## src/rtl/debounce_bank.sv

```systemverilog
// N-channel input conditioner: 2-flop synchroniser, debounce filter, clean level,
// one-cycle rise/fall pulses and optional auto-repeat press pulses.
module debounce_bank #(
  parameter int N               = 4,
  parameter int CLK_HZ          = 50_000_000,
  parameter int DEBOUNCE_MS     = 30,
  parameter int REPEAT_EN       = 0,
  parameter int REPEAT_DELAY_MS = 500,
  parameter int REPEAT_RATE_MS  = 100
) (
  input  logic         clk,
  input  logic         reset,
  input  logic [N-1:0] x,
  output logic [N-1:0] level,
  output logic [N-1:0] rise,
  output logic [N-1:0] fall,
  output logic [N-1:0] press,
  output logic         any
);

  localparam int PERIOD = CLK_HZ / 1000 * DEBOUNCE_MS;
  localparam int RDLY   = CLK_HZ / 1000 * REPEAT_DELAY_MS;
  localparam int RRATE  = CLK_HZ / 1000 * REPEAT_RATE_MS;
  localparam int RMAX   = (RDLY > RRATE) ? RDLY : RRATE;
  localparam int CW     = $clog2(PERIOD + 1);
  localparam int RW     = $clog2(RMAX + 1);

  if (PERIOD < 1 || RDLY < 1 || RRATE < 1) begin : g_bad_param
    $error("debounce_bank: PERIOD, RDLY and RRATE must all be >= 1");
  end

  typedef enum logic [1:0] {
    R_IDLE,
    R_DELAY,
    R_REPEAT
  } rep_state_e;

  logic [N-1:0] sync1_q, sync2_q;

  // NOTE: sequential state uses non-blocking (<=) so every flop samples pre-edge values.
  always_ff @(posedge clk) begin
    if (reset) begin
      sync1_q <= '0;
      sync2_q <= '0;
    end else begin
      sync1_q <= x;
      sync2_q <= sync1_q;
    end
  end

  for (genvar i = 0; i < N; i++) begin : g_ch
    logic [CW-1:0] cnt_q, cnt_d;
    logic [RW-1:0] rcnt_q, rcnt_d;
    logic          level_q, level_d;
    logic          rise_q, rise_d;
    logic          fall_q, fall_d;
    logic          press_q, press_d;
    logic          rep_pulse;
    rep_state_e    state_q, state_d;

    // NOTE: every always_comb output gets a default first so no latch is inferred.
    always_comb begin
      level_d = level_q;
      cnt_d   = '0;
      if (sync2_q[i] != level_q) begin
        if (cnt_q == CW'(PERIOD - 1)) level_d = ~level_q;
        else                          cnt_d   = cnt_q + 1'b1;
      end
      rise_d = level_d & ~level_q;
      fall_d = ~level_d & level_q;
    end

    // Repeat FSM decides from level_d so the rise edge and the DELAY entry share one clock.
    always_comb begin
      state_d   = state_q;
      rcnt_d    = rcnt_q;
      rep_pulse = 1'b0;
      if (REPEAT_EN == 0 || !level_d) begin
        state_d = R_IDLE;
        rcnt_d  = '0;
      end else begin
        case (state_q)
          R_IDLE: begin
            if (rise_d) begin
              state_d = R_DELAY;
              rcnt_d  = '0;
            end
          end
          R_DELAY: begin
            if (rcnt_q == RW'(RDLY - 1)) begin
              rep_pulse = 1'b1;
              rcnt_d    = '0;
              state_d   = R_REPEAT;
            end else begin
              rcnt_d = rcnt_q + 1'b1;
            end
          end
          R_REPEAT: begin
            if (rcnt_q == RW'(RRATE - 1)) begin
              rep_pulse = 1'b1;
              rcnt_d    = '0;
            end else begin
              rcnt_d = rcnt_q + 1'b1;
            end
          end
          default: begin
            state_d = R_IDLE;
            rcnt_d  = '0;
          end
        endcase
      end
      press_d = rise_d | rep_pulse;
    end

    // NOTE: reset clears all state, including counters, so a held input re-qualifies from scratch.
    always_ff @(posedge clk) begin
      if (reset) begin
        cnt_q   <= '0;
        rcnt_q  <= '0;
        level_q <= 1'b0;
        rise_q  <= 1'b0;
        fall_q  <= 1'b0;
        press_q <= 1'b0;
        state_q <= R_IDLE;
      end else begin
        cnt_q   <= cnt_d;
        rcnt_q  <= rcnt_d;
        level_q <= level_d;
        rise_q  <= rise_d;
        fall_q  <= fall_d;
        press_q <= press_d;
        state_q <= state_d;
      end
    end

    assign level[i] = level_q;
    assign rise[i]  = rise_q;
    assign fall[i]  = fall_q;
    assign press[i] = press_q;
  end

  assign any = |level;

endmodule

```

## config.mk

```make
export PLATFORM = sky130hd
export DESIGN_NAME = debounce_bank
export DESIGN_NICKNAME = d
export VERILOG_FILES = /design/src/rtl/debounce_bank.sv
export SDC_FILE = /design/constraint.sdc
export NUM_CORES = 1
export LEC_CHECK = 0
export BUFFER_PORTS_ARGS = -buffer_cell sky130_fd_sc_hd__buf_4
export CAP_MARGIN = 20
export CORE_UTILIZATION = 25
export CTS_CLUSTER_SIZE = 20
export DETAILED_ROUTE_END_ITERATION = 7
export GPL_TIMING_DRIVEN = 1
export SYNTH_ARGS = -nofsm -noshare
export SYNTH_HDL_FRONTEND = slang
export SYNTH_SLANG_ARGS = --single-unit
```

## constraint.sdc

```tcl
create_clock -name clk -period 2.8 [get_ports clk]
set_input_delay 0.84 -clock clk [delete_from_list [all_inputs] [get_ports clk]]
set_output_delay 0.84 -clock clk [all_outputs]
set_load 0.02 [all_outputs]
```

# After elaboration in Yosys (flattened, before gate mapping)
# Cells that the tools add are included.
[totals]
ff_bits = 104
in_bits = 6
output_inout_bits = 17
word_cells = 63
[classes]
add_sub_neg = 4
eq_ne = 8
mux = 8
bitwise = 20
n_reduce_logical = 5
[ops]
columns = ["cell", "count"]
rows = [
  ["adder 21 x 1 -> 21 bit, second input constant", 4],
  ["== test 21 bit, second input constant", 4],
  ["NOT 1 bit", 12],
  ["OR reduction 3 bit", 4],
  ["bitwise AND 1 bit", 8],
  ["2-to-1 mux 1 bit", 8],
  ["!= test 1 bit", 4],
  ["OR reduction 4 bit", 1],
]

# Longest topological paths before layout
# Gate-level depths: netlist of the first run.
[logic_depth]
depth_word = 5
ltp_mapped = 7
ltp_nobuf = 5

# Least setup slack after synthesis of the first run
# No wires, ideal clock.
[synth_path]
path_type = "flip-flop to flip-flop"
start = "register g_ch[0].cnt_q[0]"
end = "register g_ch[0].cnt_q[10]"
setup_ns = 0.117
arrival_ns = 1.932
required_ns = 2.683
setup_slack_ns = 0.751
path_stages_with_launch = 7
n_path_buf = 1
synth_period_minus_slack_ns = 2.049
path_cell_list = "dfxtp_1 > ha_1 > nand4_1 > or4_1 > o21ai_2 > buf_2 > nor2_1"
[synth_via]
elab_chain_len = 2
[synth_lines]
columns = ["element", "line_no", "rtl"]
rows = [
  ["start: declaration", "52", "logic [CW-1:0] cnt_q, cnt_d;"],
  ["start signal: assignment", "126", "cnt_q <= cnt_d;"],
  ["parallel branches: the longest is 2 deep, another holds adder 21 x 1 -> 21 bit", "-", ""],
]
# Several ways; the timed one is not identified.
# A chain may end at the register's enable or synchronous reset.

# Final worst setup path of the first run
[layout_path]
start = "register g_ch[3].level_q"
end = "output port any"
[layout_via]
elab_chain_len = 1
[layout_lines]
columns = ["element", "line_no", "rtl"]
rows = [
  ["start: declaration", "54", "logic level_q, level_d;"],
  ["start signal: assignment", "128", "level_q <= level_d;"],
  ["OR reduction 4 bit", "142", "assign any = |level;"],
  ["end: declaration", "18", "output logic any"],
]
# Every way passes these cells.

==> results.md, run 1 <==
- Outcome: completed
- Worst IR Drop VDD: 319 uV
- Final-report hold violation count: 0
- Std cell rows: 49
- Kind of critical path: reg2out
- Kind of start point of the critical path: flip-flop
- Residual DRC: 0
- Relative area change from synthesis to final layout: 12.7%
- Reg2Reg Launch Point: g_ch[3].cnt_q[0]
- Worst min-delay path category: reg2reg
- Number of routed nets with antenna violations: 0
- Number of pins with negative max-slew slack in the final report: 0
- Post-detailed-routing wire length: 8720 um
- Starting Density: 25.4%
- Resize count post-CTS: 0
- Crit path DAT: 1.45 ns
- Worst path depth: 2
- Detail-routed via count per cell: 4.60
- Proportion of register bits with asynchronous set or reset after synthesis: 0%
- CP cell instances: or4_1 > buf_4
- Die height: 137 um
- Start point of the worst hold path: sync1_q[3]
- Part of the cycle the worst path needs: 81.7%
- Worst hold path depth: 1
- Post-Synthesis Cells: 528
- Met3 usage in global routing: 2.87%
- Delay-heaviest family, CP: simple AND/OR/NAND/NOR gates
- Critical path peak fanout: 5
- Slowest cell on crit path: sky130_fd_sc_hd__or4_1
- Total global-route track usage: 9.99%
- CTS tree: built
- Endpoint class of the critical path: output port
- Net total in the final layout: 541
- Count of distinct cell types in the synthesized netlist: 35
- Clock insertion delay at the later pin of the skew report: 0.36 ns
- Boundary Pins: 23
- TritonCTS buffer count: 9
- Non-filler instance count after layout: 765
- Share of final-layout standard cells stronger than drive strength 1: 9.70%
- WP buf/inv: 1
- Area of the die: 0.0188 sq mm
- Actual transition at the worst max-transition pin: 0.387 ns
- Met1 global-route usage: 12.7%
- Leakage power total: 1.52 nW
- Max Clock Skew: 0.00584 ns
- Post-CTS Repair Setup Buffers: 0
- Maximum cell stage delay along the critical path: 0.54 ns
- TNS Setup: 0 ns
- Clock-pin slew reported for the worst setup and hold paths after clock tree synthesis: 0.07 ns
- Wirelength per Cell: 11.4 um
- Final estimated routing congestion in global placement: 0.794
- Number of hold buffers added after cts: 0
- Most Used Layer, Global Route: met2
- Num Clock Sinks: 104
- Count of flip-flops with a built-in enable after synthesis: 0
- Global-route wire length before repair: 14700 um
- Core ar.: 0.0180 sq mm
- Antenna violations before repair: 0
- Worst hold slack across all endpoints: 0.440 ns
- Highest achievable clock rate: 0.437 GHz
- DP Cell Count: 749
- Post-layout util: 28.7%
- Per-instance average area after synthesis: 8.65 sq um
- CTS H-tree lvls: 3
- Syn Std Cell Area: 0.00457 sq mm
- Estimated wirelength of the detail-placed design: 6000 um
- Port Buf Inserts: 22
- Min cycle time layout: 2.29 ns
- Global-route track usage on met2: 15.3%
- Max clock buf depth: 2
- Number of endpoints failing setup at the final stage: 0
- Post-synthesis net count: 538
- Via Count: 3518
- 1st-iter DRT viols: 172
- Final instance area: 0.00515 sq mm
- Count of yosys warnings during synthesis: 0
- Power per unit of standard cell area: 535 mW/mm^2
- # diodes: 0
- Worst slew margin relative to its limit: 73.8%
- Flop-to-flop setup slack: 0.62 ns
- Total iterations of the first detailed-routing run: 4
- Maximum Capacitance Violations: 0
- Die boundary width: 137 um
- Setup repair after global routing missed its margin: false
- Synth Flop Type: sky130_fd_sc_hd__dfxtp_1
- Placed instance area: 0.00486 sq mm
- Number of cells on the worst reg-to-reg path: 5
- Post-synthesis sequential area ratio: 45.6%
- Count of state elements after synthesis: 104
- Total congestion overflow after global routing: 0
- Number of global-route vias before repair: 3134
- Required @ worst endpoint: 1.96 ns
- Largest net degree at the start of global routing: 25
- CTS root buffer: sky130_fd_sc_hd__clkbuf_16
- Origin of the worst setup path: g_ch[3].level_q
==> layer usage <==
layer	wire length (um)	vias to the layer above
li1	-	1861
met1	4510	1607
met2	3760	38
met3	265	12
met4	184	0
met5	0	-
==> cell families (layout without fill, tap and decap cells) <==
group	Yosys count	count (layout)	share of synthesized area [%]
compound gates	74	74	8.79
simple gates	245	245	29.5
fa+ha+maj	4	4	1.10
flops	104	104	45.6
buf+inv	54	62	6.00
xor+xnor	47	47	9.01
==> placed cells by master, fill, tap and decap left out, types with 2 or more instances in the layout <==
cell	instances
sky130_fd_sc_hd__nand2_1	23
sky130_fd_sc_hd__nand2b_1	9
sky130_fd_sc_hd__nand3_1	25
sky130_fd_sc_hd__a21oi_1	37
sky130_fd_sc_hd__and4_1	5
sky130_fd_sc_hd__nor3_1	16
sky130_fd_sc_hd__xnor2_1	29
sky130_fd_sc_hd__or4_1	22
sky130_fd_sc_hd__inv_1	18
sky130_fd_sc_hd__o21ai_0	22
sky130_fd_sc_hd__and2_1	5
sky130_fd_sc_hd__and3_1	8
sky130_fd_sc_hd__or2_2	2
sky130_fd_sc_hd__nor2_1	60
sky130_fd_sc_hd__clkinv_4	2
sky130_fd_sc_hd__buf_4	28
sky130_fd_sc_hd__nor2b_1	8
sky130_fd_sc_hd__nor4b_1	3
sky130_fd_sc_hd__dfxtp_1	104
sky130_fd_sc_hd__o31ai_1	11
sky130_fd_sc_hd__or3_1	22
sky130_fd_sc_hd__nor4_1	6
sky130_fd_sc_hd__xor2_1	18
sky130_fd_sc_hd__or3_2	2
sky130_fd_sc_hd__inv_6	3
sky130_fd_sc_hd__o21ai_1	3
sky130_fd_sc_hd__clkbuf_16	9
sky130_fd_sc_hd__ha_1	4
sky130_fd_sc_hd__nand4_1	24
==> registers in the layout, indices dropped and copies added, names as in the netlist <==
register,cells
g_ch.cnt_q,84
g_ch.fall_q,4
g_ch.level_q,4
g_ch.press_q,4
sync1_q,4
sync2_q,4
==> area by class of cell <==
cell class,instances,area (sq um)
inverters,18,67.6
clock inverters,7,62.6
flip-flops and latches,104,2080
fillers,1892,12800
clock buffers,9,225
multi-input cells,370,2210
repair buffers,28,210
well taps,229,287
==> worst paths after layout <==
kind / end
worst max-delay path: any
worst min-delay path: sync2_q[3]
worst max register to register: g_ch[3].cnt_q[20]
worst min register to register: sync2_q[3]
==> per-stage QoR <==
| stage | setup WS, ns | total power [mW] |
|---|---|---|
| after floorplan | 0.751 | 1.54 |
| after global placement | 0.674 | 1.56 |
| after detailed placement | 0.636 | 1.56 |
| after CTS | 0.493 | 2.80 |
| after global routing | 0.457 | 2.88 |
| final | 0.513 | 2.75 |
==> report_power, final <==
part / switching (mW) / internal [mW] / total [mW]
clock: 0.607 / 0.622 / 1.23
sequential: 0.00429 / 1.48 / 1.49
combinational: 0.0208 / 0.0132 / 0.0340
==> cell usage after synthesis, types with 9 or more instances <==
| master | number | area (sq um) |
|---|---|---|
| sky130_fd_sc_hd__nand3_1 | 25 | 125 |
| sky130_fd_sc_hd__buf_4 | 16 | 120 |
| sky130_fd_sc_hd__inv_1 | 18 | 67.6 |
| sky130_fd_sc_hd__o31ai_1 | 11 | 82.6 |
| sky130_fd_sc_hd__clkbuf_1 | 11 | 41.3 |
| sky130_fd_sc_hd__nand4_1 | 24 | 150 |
| sky130_fd_sc_hd__or4_1 | 22 | 165 |
| sky130_fd_sc_hd__nor3_1 | 16 | 80.1 |
| sky130_fd_sc_hd__dfxtp_1 | 104 | 2080 |
| sky130_fd_sc_hd__xnor2_1 | 29 | 254 |
| sky130_fd_sc_hd__xor2_1 | 18 | 158 |
| sky130_fd_sc_hd__o21ai_0 | 23 | 115 |
| sky130_fd_sc_hd__nand2_1 | 23 | 86.3 |
| sky130_fd_sc_hd__nand2b_1 | 9 | 56.3 |
| sky130_fd_sc_hd__nor2_1 | 60 | 225 |
| sky130_fd_sc_hd__or3_1 | 22 | 138 |
| sky130_fd_sc_hd__a21oi_1 | 37 | 185 |
Power figures use the tool's default switching activity.
==> run 2, diff against run 1 <==
Clock period 2.8 ns to 2 ns, I/O delays scaled along.
==> run 2 against run 1 <==
Hold slack worse by 0.0051 ns. Critical endpoint is now g_ch[1].level_q. Sequential power rose by 40%. Global-route usage rose by 0.43 points. Core utilization up 2.9 points. Sequential share of layout area decreased by 3.6 points. Highest routed layer unchanged. Via count is 5.2% higher. Critical path type is now reg2reg. Largest power group unchanged.
==> results.md, run 2 (synthesized netlist as in run 1, its figures left out) <==
- Outcome: completed (unchanged)
- Most frequent standard cell in the layout excluding fill and tap cells: sky130_fd_sc_hd__dfxtp_1 (unchanged)
- Number of routed nets with antenna violations: 0 (unchanged)
- Multi-input gate area: 0.00229 sq mm (was 0.00221 sq mm)
- Slowest cell on crit path: sky130_fd_sc_hd__or4_4 (was sky130_fd_sc_hd__or4_1)
- Worst-case setup slack after placement: -0.0306 ns (was 0.636 ns)
- Placed instance area: 0.00526 sq mm (was 0.00486 sq mm)
- Via Count: 3700 (was 3518)
- Delay-heaviest family, CP: simple AND/OR/NAND/NOR gates (unchanged)
- Max clock buf depth: 2 (unchanged)
- Final instance area: 0.00567 sq mm (was 0.00515 sq mm)
- Area of the die: 0.0188 sq mm (unchanged)
- Die height: 137 um (unchanged)
- Commonest cells after routing, fill and taps aside: sky130_fd_sc_hd__dfxtp_1 (99), sky130_fd_sc_hd__buf_4 (74), sky130_fd_sc_hd__nor2_1 (60) (was sky130_fd_sc_hd__dfxtp_1 (104), sky130_fd_sc_hd__nor2_1 (60), sky130_fd_sc_hd__a21oi_1 (37))
- Seq. cell area: 0.00209 sq mm (was 0.00208 sq mm)
- Kind of critical path: reg2reg (was reg2out)
- WP buf/inv: 0 (was 1)
- Clock insertion delay at the later pin of the skew report: 0.34 ns (was 0.36 ns)
- Worst IR Drop VDD: 471 uV (was 319 uV)
- Worst hold slack across all endpoints: 0.435 ns (was 0.440 ns)
- Num Clock Sinks: 104 (unchanged)
- Max Clock Skew: 0.0114 ns (was 0.00584 ns)
- Total global-route track usage: 10.4% (was 9.99%)
- Std cell rows: 49 (unchanged)
- Global-route track usage on met2: 17.1% (was 15.3%)
- Min cycle time layout: 1.97 ns
- Register with the most flip-flops: g_ch.cnt_q (unchanged)
- Crit path DAT: 2.25 ns (was 1.45 ns)
- Kind of start point of the critical path: flip-flop (unchanged)
- Largest net degree at the start of global routing: 21 (was 25)
- Power per unit of standard cell area: 717 mW/mm^2 (was 535 mW/mm^2)
- Leakage power total: 1.82 nW (was 1.52 nW)
- Global-route wire length before repair: 15700 um (was 14700 um)
- Post-detailed-routing wire length: 9220 um (was 8720 um)
- Most Used Layer, Global Route: met2 (unchanged)
- Worst slew margin relative to its limit: 74.0% (was 73.8%)
- Share of final-layout standard cells stronger than drive strength 1: 20.1% (was 9.70%)
- Port Buf Inserts: 22 (unchanged)
- # diodes: 0 (unchanged)
- Number of pins with negative max-slew slack in the final report: 0 (unchanged)
- Number of global-route vias before repair: 3471 (was 3134)
- Non-filler instance count after layout: 815 (was 765)
- Post-layout util: 31.6% (was 28.7%)
- Met1 global-route usage: 13.2% (was 12.7%)
- Highest achievable clock rate: 0.507 GHz
- Final-report hold violation count: 0 (unchanged)
- Antenna violations before repair: 0 (unchanged)
- Die boundary width: 137 um (unchanged)
- Starting Density: 25.4% (unchanged)
- Number of endpoints failing setup at the final stage: 0 (unchanged)
- # fillers: 1877 (was 1892)
- DP Cell Count: 798 (was 749)
- Endpoint class of the critical path: flip-flop (was output port)
- Setup repair after global routing missed its margin: true (was false)
- Estimated wirelength of the detail-placed design: 6670 um (was 6000 um)
- Met3 usage in global routing: 2.28% (was 2.87%)
- Part of the cycle the worst path needs: 98.5%
- Number of flip-flops in the largest register: 84 (unchanged)
- TritonCTS buffer count: 9 (unchanged)
- Total congestion overflow after global routing: 0 (unchanged)
- Net total in the final layout: 591 (was 541)
- Total iterations of the first detailed-routing run: 4 (unchanged)
- Core ar.: 0.0180 sq mm (unchanged)
- CTS H-tree lvls: 3 (unchanged)
- Required @ worst endpoint: 2.28 ns (was 1.96 ns)
- Wirelength per Cell: 11.3 um (was 11.4 um)
- Worst min-delay path category: reg2reg (unchanged)
- Detail-routed via count per cell: 4.54 (was 4.60)
- CP cell instances: or4b_4 > or4_4 > or3_1 > a21oi_2 (was or4_1 > buf_4)
- Residual DRC: 0 (unchanged)
- Critical path peak fanout: 4 (was 5)
- Post-route setup slack: 0.0291 ns (was 0.513 ns)
- Boundary Pins: 23 (unchanged)
- Clock-pin slew reported for the worst setup and hold paths after clock tree synthesis: 0.07 ns (about the same)
- Maximum cell stage delay along the critical path: 0.56 ns (was 0.54 ns)
- Relative area change from synthesis to final layout: 24.1% (was 12.7%)
- CTS tree: built (unchanged)
- Final estimated routing congestion in global placement: 0.792 (was 0.794)
- Maximum Capacitance Violations: 0 (unchanged)
- 1st-iter DRT viols: 104 (was 172)
- Actual transition at the worst max-transition pin: 0.384 ns (was 0.387 ns)
- CTS root buffer: sky130_fd_sc_hd__clkbuf_16 (unchanged)
[run 2: changes by cell type in the layout (fill, tap and decap cells not counted), moves of 2 or more]
| cell | previous run | this run |
|---|---|---|
| sky130_fd_sc_hd__buf_4 | 28 | 74 |
| sky130_fd_sc_hd__dfxtp_2 | 0 | 4 |
| sky130_fd_sc_hd__or4_4 | 0 | 6 |
| sky130_fd_sc_hd__or4_1 | 22 | 16 |
| sky130_fd_sc_hd__a21oi_2 | 0 | 2 |
| sky130_fd_sc_hd__dfxtp_1 | 104 | 99 |
| sky130_fd_sc_hd__buf_6 | 0 | 3 |
| sky130_fd_sc_hd__a21oi_1 | 37 | 35 |
| sky130_fd_sc_hd__bufinv_16 | 0 | 2 |
| sky130_fd_sc_hd__o21ai_4 | 0 | 2 |
[run 2: metal layers]
layer	vias up	part of all wire [%]
met2	39	46
met3	7	2.3
li1	1946	-
met1	1708	50
met4	0	1.1
met5	-	0
[run 2: report_power, final]
group          leakage [nW]  switching [mW]  internal [mW]
Clock                 0.161           0.783           1.14
Sequential            0.842         0.00545           2.08
Combinational         0.818          0.0315         0.0239
Total                  1.82           0.820           3.25
[run 2: path summary, 6_finish.rpt]
path	start	to	slack, ns	cells past startpoint
worst max register to register	g_ch[1].cnt_q[5]	g_ch[1].level_q	0.03	4
worst min register to register	g_ch[0].cnt_q[0]	g_ch[0].cnt_q[0]	0.43	1
worst min-delay path	g_ch[0].cnt_q[0]	g_ch[0].cnt_q[0]	0.43	1
worst max-delay path	g_ch[1].cnt_q[5]	g_ch[1].level_q	0.03	4
[run 2: through the flow]
stage	TNS [ns]	total power [mW]
6_report	0	4.07
5_1_grt	0	4.21
4_1_cts	-0.00673	4.12
3_5_place_dp	-0.171	2.19
3_3_place_gp	-0.00345	2.19
2_1_floorplan	0	2.16
[run 2: area by class of cell]
class	count	area share, %
Clock inverter	5	1.52
Clock buffer	11	4.28
Timing Repair Buffer	78	10.7
Tap cell	229	5.05
Multi-Input combinational cell	370	40.3
Inverter	18	1.19
Sequential cell	104	36.9
[run 2: what timing repair did]
item / 4_1_cts / 5_1_grt
pin swaps: 0 / 4
buffers inserted: 0 / 1
hold buffers: 0 / 0
setup endpoints to repair: 21 / 34
gates resized for setup: 5 / 15
